--- src/rtl/cnn_eai_seq.sv ---
`default_nettype none
// ============================================================================
//  Module   : cnn_eai_seq
//  Brief    : EAI coprocessor sequencer for the CNN accelerator. Decodes
//             LDK/RUN custom instructions, moves image/kernel/output words
//             over the EAI ICB port one transaction at a time, handshakes
//             with the convolution core and returns one EAI response.
//  Options  : CNN_EAI_ADDR_CHECK_EN - reject word-misaligned rs1/rs2
//             (otherwise address bits [1:0] are forced to zero).
//  Revision : 1.0 - initial release
// ============================================================================
module cnn_eai_seq #(
    parameter int IMG_DIM         = 7,
    parameter int K_DIM           = 3,
    parameter int DATA_WIDTH      = 32,
    parameter int INSTR_WIDTH     = 32,
    parameter int DISP_ITAG_WIDTH = 2
) (
    input  logic                                             clk,
    input  logic                                             rst,
    input  logic                                             eai_req_valid,
    output logic                                             eai_req_ready,
    input  logic [INSTR_WIDTH-1:0]                           eai_req_instr,
    input  logic [DATA_WIDTH-1:0]                            eai_req_rs1,
    input  logic [DATA_WIDTH-1:0]                            eai_req_rs2,
    input  logic [DISP_ITAG_WIDTH-1:0]                       eai_req_itag,
    output logic                                             eai_rsp_valid,
    input  logic                                             eai_rsp_ready,
    output logic [DATA_WIDTH-1:0]                            eai_rsp_wdat,
    output logic [DISP_ITAG_WIDTH-1:0]                       eai_rsp_itag,
    output logic                                             eai_rsp_err,
    output logic                                             eai_icb_cmd_valid,
    input  logic                                             eai_icb_cmd_ready,
    output logic [DATA_WIDTH-1:0]                            eai_icb_cmd_addr,
    output logic                                             eai_icb_cmd_read,
    output logic [DATA_WIDTH-1:0]                            eai_icb_cmd_wdata,
    output logic [3:0]                                       eai_icb_cmd_wmask,
    input  logic                                             eai_icb_rsp_valid,
    output logic                                             eai_icb_rsp_ready,
    input  logic [DATA_WIDTH-1:0]                            eai_icb_rsp_rdata,
    input  logic                                             eai_icb_rsp_err,
    output logic                                             eai_mem_holdup,
    output logic                                             conv_start,
    input  logic                                             conv_done,
    output logic [IMG_DIM*IMG_DIM*16-1:0]                    conv_x,
    output logic [K_DIM*K_DIM*16-1:0]                        conv_kernel,
    input  logic [(IMG_DIM-K_DIM+1)*(IMG_DIM-K_DIM+1)*16-1:0] conv_out
);

    localparam int OUT_DIM = IMG_DIM - K_DIM + 1;
    localparam int IMG_N   = IMG_DIM * IMG_DIM;
    localparam int K_N     = K_DIM * K_DIM;
    localparam int OUT_N   = OUT_DIM * OUT_DIM;
    localparam int IMG_W   = (IMG_N + 1) / 2;
    localparam int K_W     = (K_N + 1) / 2;
    localparam int OUT_W   = (OUT_N + 1) / 2;
    localparam int IDX_W   = $clog2(IMG_W + 1);
    localparam bit OUT_ODD = (OUT_N % 2) == 1;

    typedef enum logic [2:0] {
        S_IDLE   = 3'd0,
        S_RD_CMD = 3'd1,
        S_RD_RSP = 3'd2,
        S_CONV   = 3'd3,
        S_WR_CMD = 3'd4,
        S_WR_RSP = 3'd5,
        S_RESP   = 3'd6
    } state_t;

    state_t                       r_state;
    state_t                       w_next;
    logic                         r_is_run;
    logic [DISP_ITAG_WIDTH-1:0]   r_itag;
    logic [DATA_WIDTH-1:0]        r_addr;
    logic [DATA_WIDTH-1:0]        r_dst;
    logic [DATA_WIDTH-1:0]        r_beats;
    logic [IDX_W-1:0]             r_word_idx;
    logic                         r_err;
    logic                         r_conv_start;
    logic [K_N*16-1:0]            r_kbuf;
    logic [IMG_N*16-1:0]          r_xbuf;
    logic [OUT_N*16-1:0]          r_obuf;

    logic [2:0]                   w_funct3;
    logic                         w_is_ldk;
    logic                         w_is_run;
    logic                         w_misalign;
    logic                         w_legal;
    logic                         w_last_rd;
    logic                         w_last_wr;
    logic                         w_conv_fire;
    logic [DATA_WIDTH-1:0]        w_wdata;
    logic                         w_unused_bits;

    assign w_funct3 = eai_req_instr[14:12];
    assign w_is_ldk = (w_funct3 == 3'b000);
    assign w_is_run = (w_funct3 == 3'b001);

`ifdef CNN_EAI_ADDR_CHECK_EN
    assign w_misalign = (eai_req_rs1[1:0] != 2'b00) ||
                        (w_is_run && (eai_req_rs2[1:0] != 2'b00));
`else
    assign w_misalign = 1'b0;
`endif

    assign w_legal     = (w_is_ldk || w_is_run) && !w_misalign;
    assign w_last_rd   = r_is_run ? (r_word_idx == IDX_W'(IMG_W - 1))
                                  : (r_word_idx == IDX_W'(K_W - 1));
    assign w_last_wr   = (r_word_idx == IDX_W'(OUT_W - 1));
    // A done arriving together with the start pulse belongs to no run of ours
    assign w_conv_fire = conv_done && !r_conv_start;

    assign w_unused_bits = ^{eai_req_instr[INSTR_WIDTH-1:15], eai_req_instr[11:0],
                             eai_req_rs1[1:0], eai_req_rs2[1:0]};

    // State register
    always_ff @(posedge clk or posedge rst) begin
        if (rst) begin
            r_state <= S_IDLE;
        end else begin
            r_state <= w_next;
        end
    end

    // Next-state decode: one ICB transaction outstanding at a time
    always_comb begin
        w_next = r_state;
        case (r_state)
            S_IDLE:   if (eai_req_valid) w_next = w_legal ? S_RD_CMD : S_RESP;
            S_RD_CMD: if (eai_icb_cmd_ready) w_next = S_RD_RSP;
            S_RD_RSP: begin
                if (eai_icb_rsp_valid) begin
                    if (eai_icb_rsp_err)  w_next = S_RESP;
                    else if (w_last_rd)   w_next = r_is_run ? S_CONV : S_RESP;
                    else                  w_next = S_RD_CMD;
                end
            end
            S_CONV:   if (w_conv_fire) w_next = S_WR_CMD;
            S_WR_CMD: if (eai_icb_cmd_ready) w_next = S_WR_RSP;
            S_WR_RSP: begin
                if (eai_icb_rsp_valid) begin
                    w_next = (eai_icb_rsp_err || w_last_wr) ? S_RESP : S_WR_CMD;
                end
            end
            S_RESP:   if (eai_rsp_ready) w_next = S_IDLE;
            default:  w_next = S_IDLE;
        endcase
    end

    // Request capture, address/beat/word stepping, buffer fill and output capture
    always_ff @(posedge clk or posedge rst) begin
        if (rst) begin
            r_is_run     <= 1'b0;
            r_itag       <= '0;
            r_addr       <= '0;
            r_dst        <= '0;
            r_beats      <= '0;
            r_word_idx   <= '0;
            r_err        <= 1'b0;
            r_conv_start <= 1'b0;
            r_kbuf       <= '0;
            r_xbuf       <= '0;
            r_obuf       <= '0;
        end else begin
            r_conv_start <= 1'b0;
            case (r_state)
                S_IDLE: begin
                    if (eai_req_valid) begin
                        r_itag     <= eai_req_itag;
                        r_is_run   <= w_is_run;
                        r_addr     <= {eai_req_rs1[DATA_WIDTH-1:2], 2'b00};
                        r_dst      <= {eai_req_rs2[DATA_WIDTH-1:2], 2'b00};
                        r_beats    <= '0;
                        r_word_idx <= '0;
                        r_err      <= !w_legal;
                    end
                end
                S_RD_RSP: begin
                    if (eai_icb_rsp_valid) begin
                        r_beats    <= r_beats + DATA_WIDTH'(1);
                        r_addr     <= r_addr + DATA_WIDTH'(4);
                        r_word_idx <= r_word_idx + IDX_W'(1);
                        if (eai_icb_rsp_err) begin
                            r_err <= 1'b1;
                        end else begin
                            // Only elements that live in this word are written; an odd
                            // tail element leaves the upper half of the last word unused
                            for (int e = 0; e < K_N; e++) begin
                                if (!r_is_run && (r_word_idx == IDX_W'(e / 2)))
                                    r_kbuf[e*16 +: 16] <= eai_icb_rsp_rdata[(e % 2)*16 +: 16];
                            end
                            for (int e = 0; e < IMG_N; e++) begin
                                if (r_is_run && (r_word_idx == IDX_W'(e / 2)))
                                    r_xbuf[e*16 +: 16] <= eai_icb_rsp_rdata[(e % 2)*16 +: 16];
                            end
                            if (w_last_rd && r_is_run) r_conv_start <= 1'b1;
                        end
                    end
                end
                S_CONV: begin
                    if (w_conv_fire) begin
                        r_obuf     <= conv_out;
                        r_addr     <= r_dst;
                        r_word_idx <= '0;
                    end
                end
                S_WR_RSP: begin
                    if (eai_icb_rsp_valid) begin
                        r_beats    <= r_beats + DATA_WIDTH'(1);
                        r_addr     <= r_addr + DATA_WIDTH'(4);
                        r_word_idx <= r_word_idx + IDX_W'(1);
                        if (eai_icb_rsp_err) r_err <= 1'b1;
                    end
                end
                default: ;
            endcase
        end
    end

    // Pack the two output elements of the current word; missing odd tail reads as zero
    always_comb begin
        w_wdata = '0;
        for (int e = 0; e < OUT_N; e++) begin
            if (r_word_idx == IDX_W'(e / 2))
                w_wdata[(e % 2)*16 +: 16] = r_obuf[e*16 +: 16];
        end
    end

    // Ready is withheld while reset is applied so every output reads zero then
    assign eai_req_ready     = (r_state == S_IDLE) && !rst;
    assign eai_icb_cmd_valid = (r_state == S_RD_CMD) || (r_state == S_WR_CMD);
    assign eai_icb_cmd_read  = (r_state == S_RD_CMD);
    assign eai_icb_cmd_addr  = eai_icb_cmd_valid ? r_addr : '0;
    assign eai_icb_cmd_wdata = (r_state == S_WR_CMD) ? w_wdata : '0;
    assign eai_icb_cmd_wmask = (r_state != S_WR_CMD) ? 4'b0000 :
                               (OUT_ODD && w_last_wr) ? 4'b0011 : 4'b1111;
    assign eai_icb_rsp_ready = (r_state == S_RD_RSP) || (r_state == S_WR_RSP);
    assign eai_mem_holdup    = (r_state != S_IDLE) && (r_state != S_RESP);
    assign eai_rsp_valid     = (r_state == S_RESP);
    assign eai_rsp_wdat      = eai_rsp_valid ? r_beats : '0;
    assign eai_rsp_itag      = eai_rsp_valid ? r_itag : '0;
    assign eai_rsp_err       = eai_rsp_valid && r_err;
    assign conv_start        = r_conv_start;
    assign conv_x            = r_xbuf;
    assign conv_kernel       = r_kbuf;

endmodule
`default_nettype wire

--- config.mk ---
export PLATFORM = sky130hd
export DESIGN_NAME = cnn_eai_seq
export DESIGN_NICKNAME = d
export VERILOG_FILES = /design/src/rtl/cnn_eai_seq.sv
export SDC_FILE = /design/constraint.sdc
export NUM_CORES = 2
export LEC_CHECK = 0
export ABC_AREA = 1
export CORE_AREA = 10 10 609 611
export DETAILED_ROUTE_END_ITERATION = 7
export DIE_AREA = 0 0 619 621
export HOLD_SLACK_MARGIN = 0.05
export PLACE_DENSITY = 0.38
export SKIP_LAST_GASP = 1
export SLEW_MARGIN = 20
export SYNTH_ARGS = -nofsm -noshare
export SYNTH_HDL_FRONTEND = slang
export SYNTH_SLANG_ARGS = --single-unit
--- constraint.sdc ---
create_clock -name clk -period 53.4 [get_ports clk]
set_input_delay 10.68 -clock clk [delete_from_list [all_inputs] [get_ports clk]]
set_output_delay 10.68 -clock clk [all_outputs]
set_load 0.1 [all_outputs]
==> summary.md <==
| Metric | Value |
|---|---|
| Outcome | `completed` |
| Clock insertion delay at the later pin of the skew report | `between 0.8 and 0.9 ns` |
| Routed WL per cell | `between 20 and 30 um` |
| Routed Antenna Nets | `0` |
| Mapped Cells | `6,223` |
| R2r startpoint | `r_state[2]$_DFFE_PP0P_` |
| H-tree depth | `4` |
| Pwr/cell area | `between 50 and 60 nW/um2` |
| Max-Cap Viols | `0` |
| Post-DP HPWL | `approximately 250 mm` |
| Slew Limit Fails | `0` |
| Ys flop type | `dfrtp_1` |
| Library cells used by synthesis | `45` |
| Hold Crit Class | `flip-flop to flip-flop` |
| Metal-1 WL | `approximately 130 mm` |
| R2R cell count | `11` |
| P&R area growth vs syn | `45.0%` |
| First drt pass iteration count | `5` |
| Max IR drop VDD | `between 0.00002 and 0.00003 V` |
| Global Route Usage Sum | `16.8%` |
| Crit path max-delay family | `buffers and inverters` |
| Seq cells post-synth | `around 1,400` |
| # setup viols final | `0` |
| WP depth | `3` |
| Top routing layer in use | `met5` |
| I/O pin count | `around 1,600` |
| Pre-CTS setup slack | `between 30 and 40 ns` |
| CP Class | `primary input to output pin` |
| Slew at the pin with the worst max-slew slack | `1.21 ns` |
| Syn avg cell area | `9.53 um2` |
| Final Wtd Congestion | `just over 0.8` |
| Share of layout cells above drive strength 1 | `11.8%` |
| Final #Nets | `between 8,000 and 9,000` |
| Post-route cell area | `roughly 86,000 um2` |
| Ys async rst share | `100%` |
| DIE AREA | `384,000 um2` |
| Max Clock Freq | `around 43 MHz` |
| CTS resizes | `0` |
| Util after Layout | `between 20% and 30%` |
| Hold_ws | `between 0.4 and 0.5 ns` |
| Die Ht | `621 um` |
| EDFF count, synth | `0` |
| Cts bufs inserted | `roughly 180` |
| Global-route wire length before repair | `around 460 mm` |
| Leading area contributor after synthesis | `dfrtp_1` |
| Worst setup path end | `eai_req_ready` |
| Fin crit share | `43.4%` |
| Post-Route WL | `roughly 340 mm` |
| CP arrival | `~13 ns` |
| Hold_buf cts | `0` |
| Synth area leaders | `dfrtp_1 (60%), nand2_1 (11%), o21ai_0 (8.9%), mux2_2 (7.0%), inv_1 (2.7%)` |
| Crit path max-delay cell type | `clkdlybuf4s50_1` |
| LEAKAGE | `between 30 and 40 nW` |
| Crit path required time | `42.72 ns` |
| Die width | `just over 600 um` |
| Most common cell after layout, fill and taps aside | `nand2_1` |
| Worst-path cell chain | `clkdlybuf4s50_1, nor2_1, clkdlybuf4s50_1` |
| Top cell by count, worst path | `clkdlybuf4s50_1` |
| Via count of the routed design | `51,100` |
| Clock sink count | `around 1,400` |
| Core area | `roughly 360,000 um2` |
| Most frequent cells in the layout | `nand2_1 (1,720), clkdlybuf4s50_1 (1,514), dfrtp_1 (1,433)` |
| Filler-free cell count of the finished design | `12,600` |
| Postcts setup bufs | `0` |
| Placed inst area | `between 70,000 and 80,000 um2` |
| Met3 WL | `around 22 mm` |
| Largest net degree at the start of global routing | `between 80 and 90` |
| Power Total | `4.49 mW` |
| Initial drt markers | `between 4,000 and 5,000` |
| R2r setup slk | `~47 ns` |
| Minimum clock period | `23.19 ns` |
| Vias in the first global route | `51,100` |
| Vias per inst | `4.06` |
| Final hold vios | `0` |
| CP bufs+invs | `2` |
| Reg clk slew, reported paths | `0.06 ns` |
| Post-synthesis sequential area ratio | `60.5%` |
| CP endpoint kind | `output pin` |
| Root Buffer | `clkbuf_16` |
| RSZ-0062 raised after global routing | `no` |
| R2r endpoint | `r_obuf[318]$_DFFE_PP0P_` |
| Max clock buf depth | `4` |
| CTS tree | `built` |
| Synth warn | `0` |
| Crit. Startpoint | `rst` |
| Max incr delay on CP | `around 1.2 ns` |
| IO Port Bufs | `1,540` |
| Site Rows | `220` |
| Area share of the largest cell type after synthesis | `around 60%` |
| Worst setup margin | `30.21 ns` |
| Clk_skew | `approximately 0.050 ns` |
| DRC viols | `0` |
| Mapped cell area | `59,300 um2` |
| Met2 WL | `177 mm` |
| Overflow after GRT | `0` |
| Sum Neg Setup Slack | `0 ns` |
| Initial antenna violation count | `about 130` |
| Rel. slew slack | `19.2%` |
| Dpl cells | `12,200` |
| CP Max Fanout | `2` |
| Setup crit start kind | `primary input` |
| Initial Util | `16.6%` |
==> state kept, by name, summed over array words and instances (netlist names) <==
register / count
r_addr: 30
r_state: 3
r_is_run: 1
r_err: 1
r_dst: 30
r_beats: 32
conv_kernel: 144
conv_start: 1
r_obuf: 400
r_itag: 2
conv_x: 784
r_word_idx: 5
==> tightest hold or removal path: cells and delay by family, from the launching register on <==
| kind | cells | cell delay [ns] |
|---|---|---|
| simple gates | 2 | 0.10 |
| flops | 1 | 0.34 |
==> Yosys cell counts, drive strengths merged, types with 11 or more instances <==
library cell and instances:
a31oi 11, o21ai 1117, a221oi 16, dfrtp 1433, nand4 25, nand3 211
a22oi 28, inv 452, buf 105, clkbuf 321, a21oi 100, mux2 368
nor2 187, nor3 57, nand2 1740
==> worst min path at each step <==
stage,from,to,slack (ns),cells after the start
floorplan,r_dst[13]$_DFFE_PP0P_,r_dst[13]$_DFFE_PP0P_,0.44,2
global placement,r_dst[14]$_DFFE_PP0P_,r_dst[14]$_DFFE_PP0P_,0.46,2
detailed placement,r_dst[2]$_DFFE_PP0P_,r_dst[2]$_DFFE_PP0P_,0.46,2
CTS,r_dst[2]$_DFFE_PP0P_,r_dst[2]$_DFFE_PP0P_,0.48,2
global route,r_dst[27]$_DFFE_PP0P_,r_dst[27]$_DFFE_PP0P_,0.49,2
finish,r_dst[2]$_DFFE_PP0P_,r_dst[2]$_DFFE_PP0P_,0.47,2
==> final cells by class <==
| class | count | area (um2) |
|---|---|---|
| Antenna cell | 34 | 85.1 |
| Clock buffer | 264 | 5270 |
| Clock inverter | 57 | 719 |
| Fill cell | 38900 | 272000 |
| Inverter | 460 | 1740 |
| Multi-Input combinational cell | 3905 | 20100 |
| Sequential cell | 1433 | 35900 |
| Tap cell | 4773 | 5970 |
| Timing Repair Buffer | 1656 | 16200 |
==> routing by layer <==
metal  GRT usage (%)  vias up
li1                -    23100
met1            19.2    25500
met2            31.3     1892
met3            3.48      535
met4            4.91       74
met5               0        -
==> power breakdown <==
part / switching, mW / internal (mW)
Combinational: 1.33 / 0.449
Sequential: 0.131 / 1.32
Clock: 0.529 / 0.732
==> cells by family after synthesis <==
logic type	after synthesis	share of synthesized area (%)
multiplexers	368	6.99
AO/OA/AOI/OAI	1287	11.2
XOR/XNOR	4	0.0591
buffers and inverters	886	5.88
other	1	0.00633
AND/OR/NAND/NOR	2237	15.2
flip-flops	1433	60.5
adder cells (fa/ha/maj)	7	0.148
No activity file was read; power rests on OpenSTA's default activity.
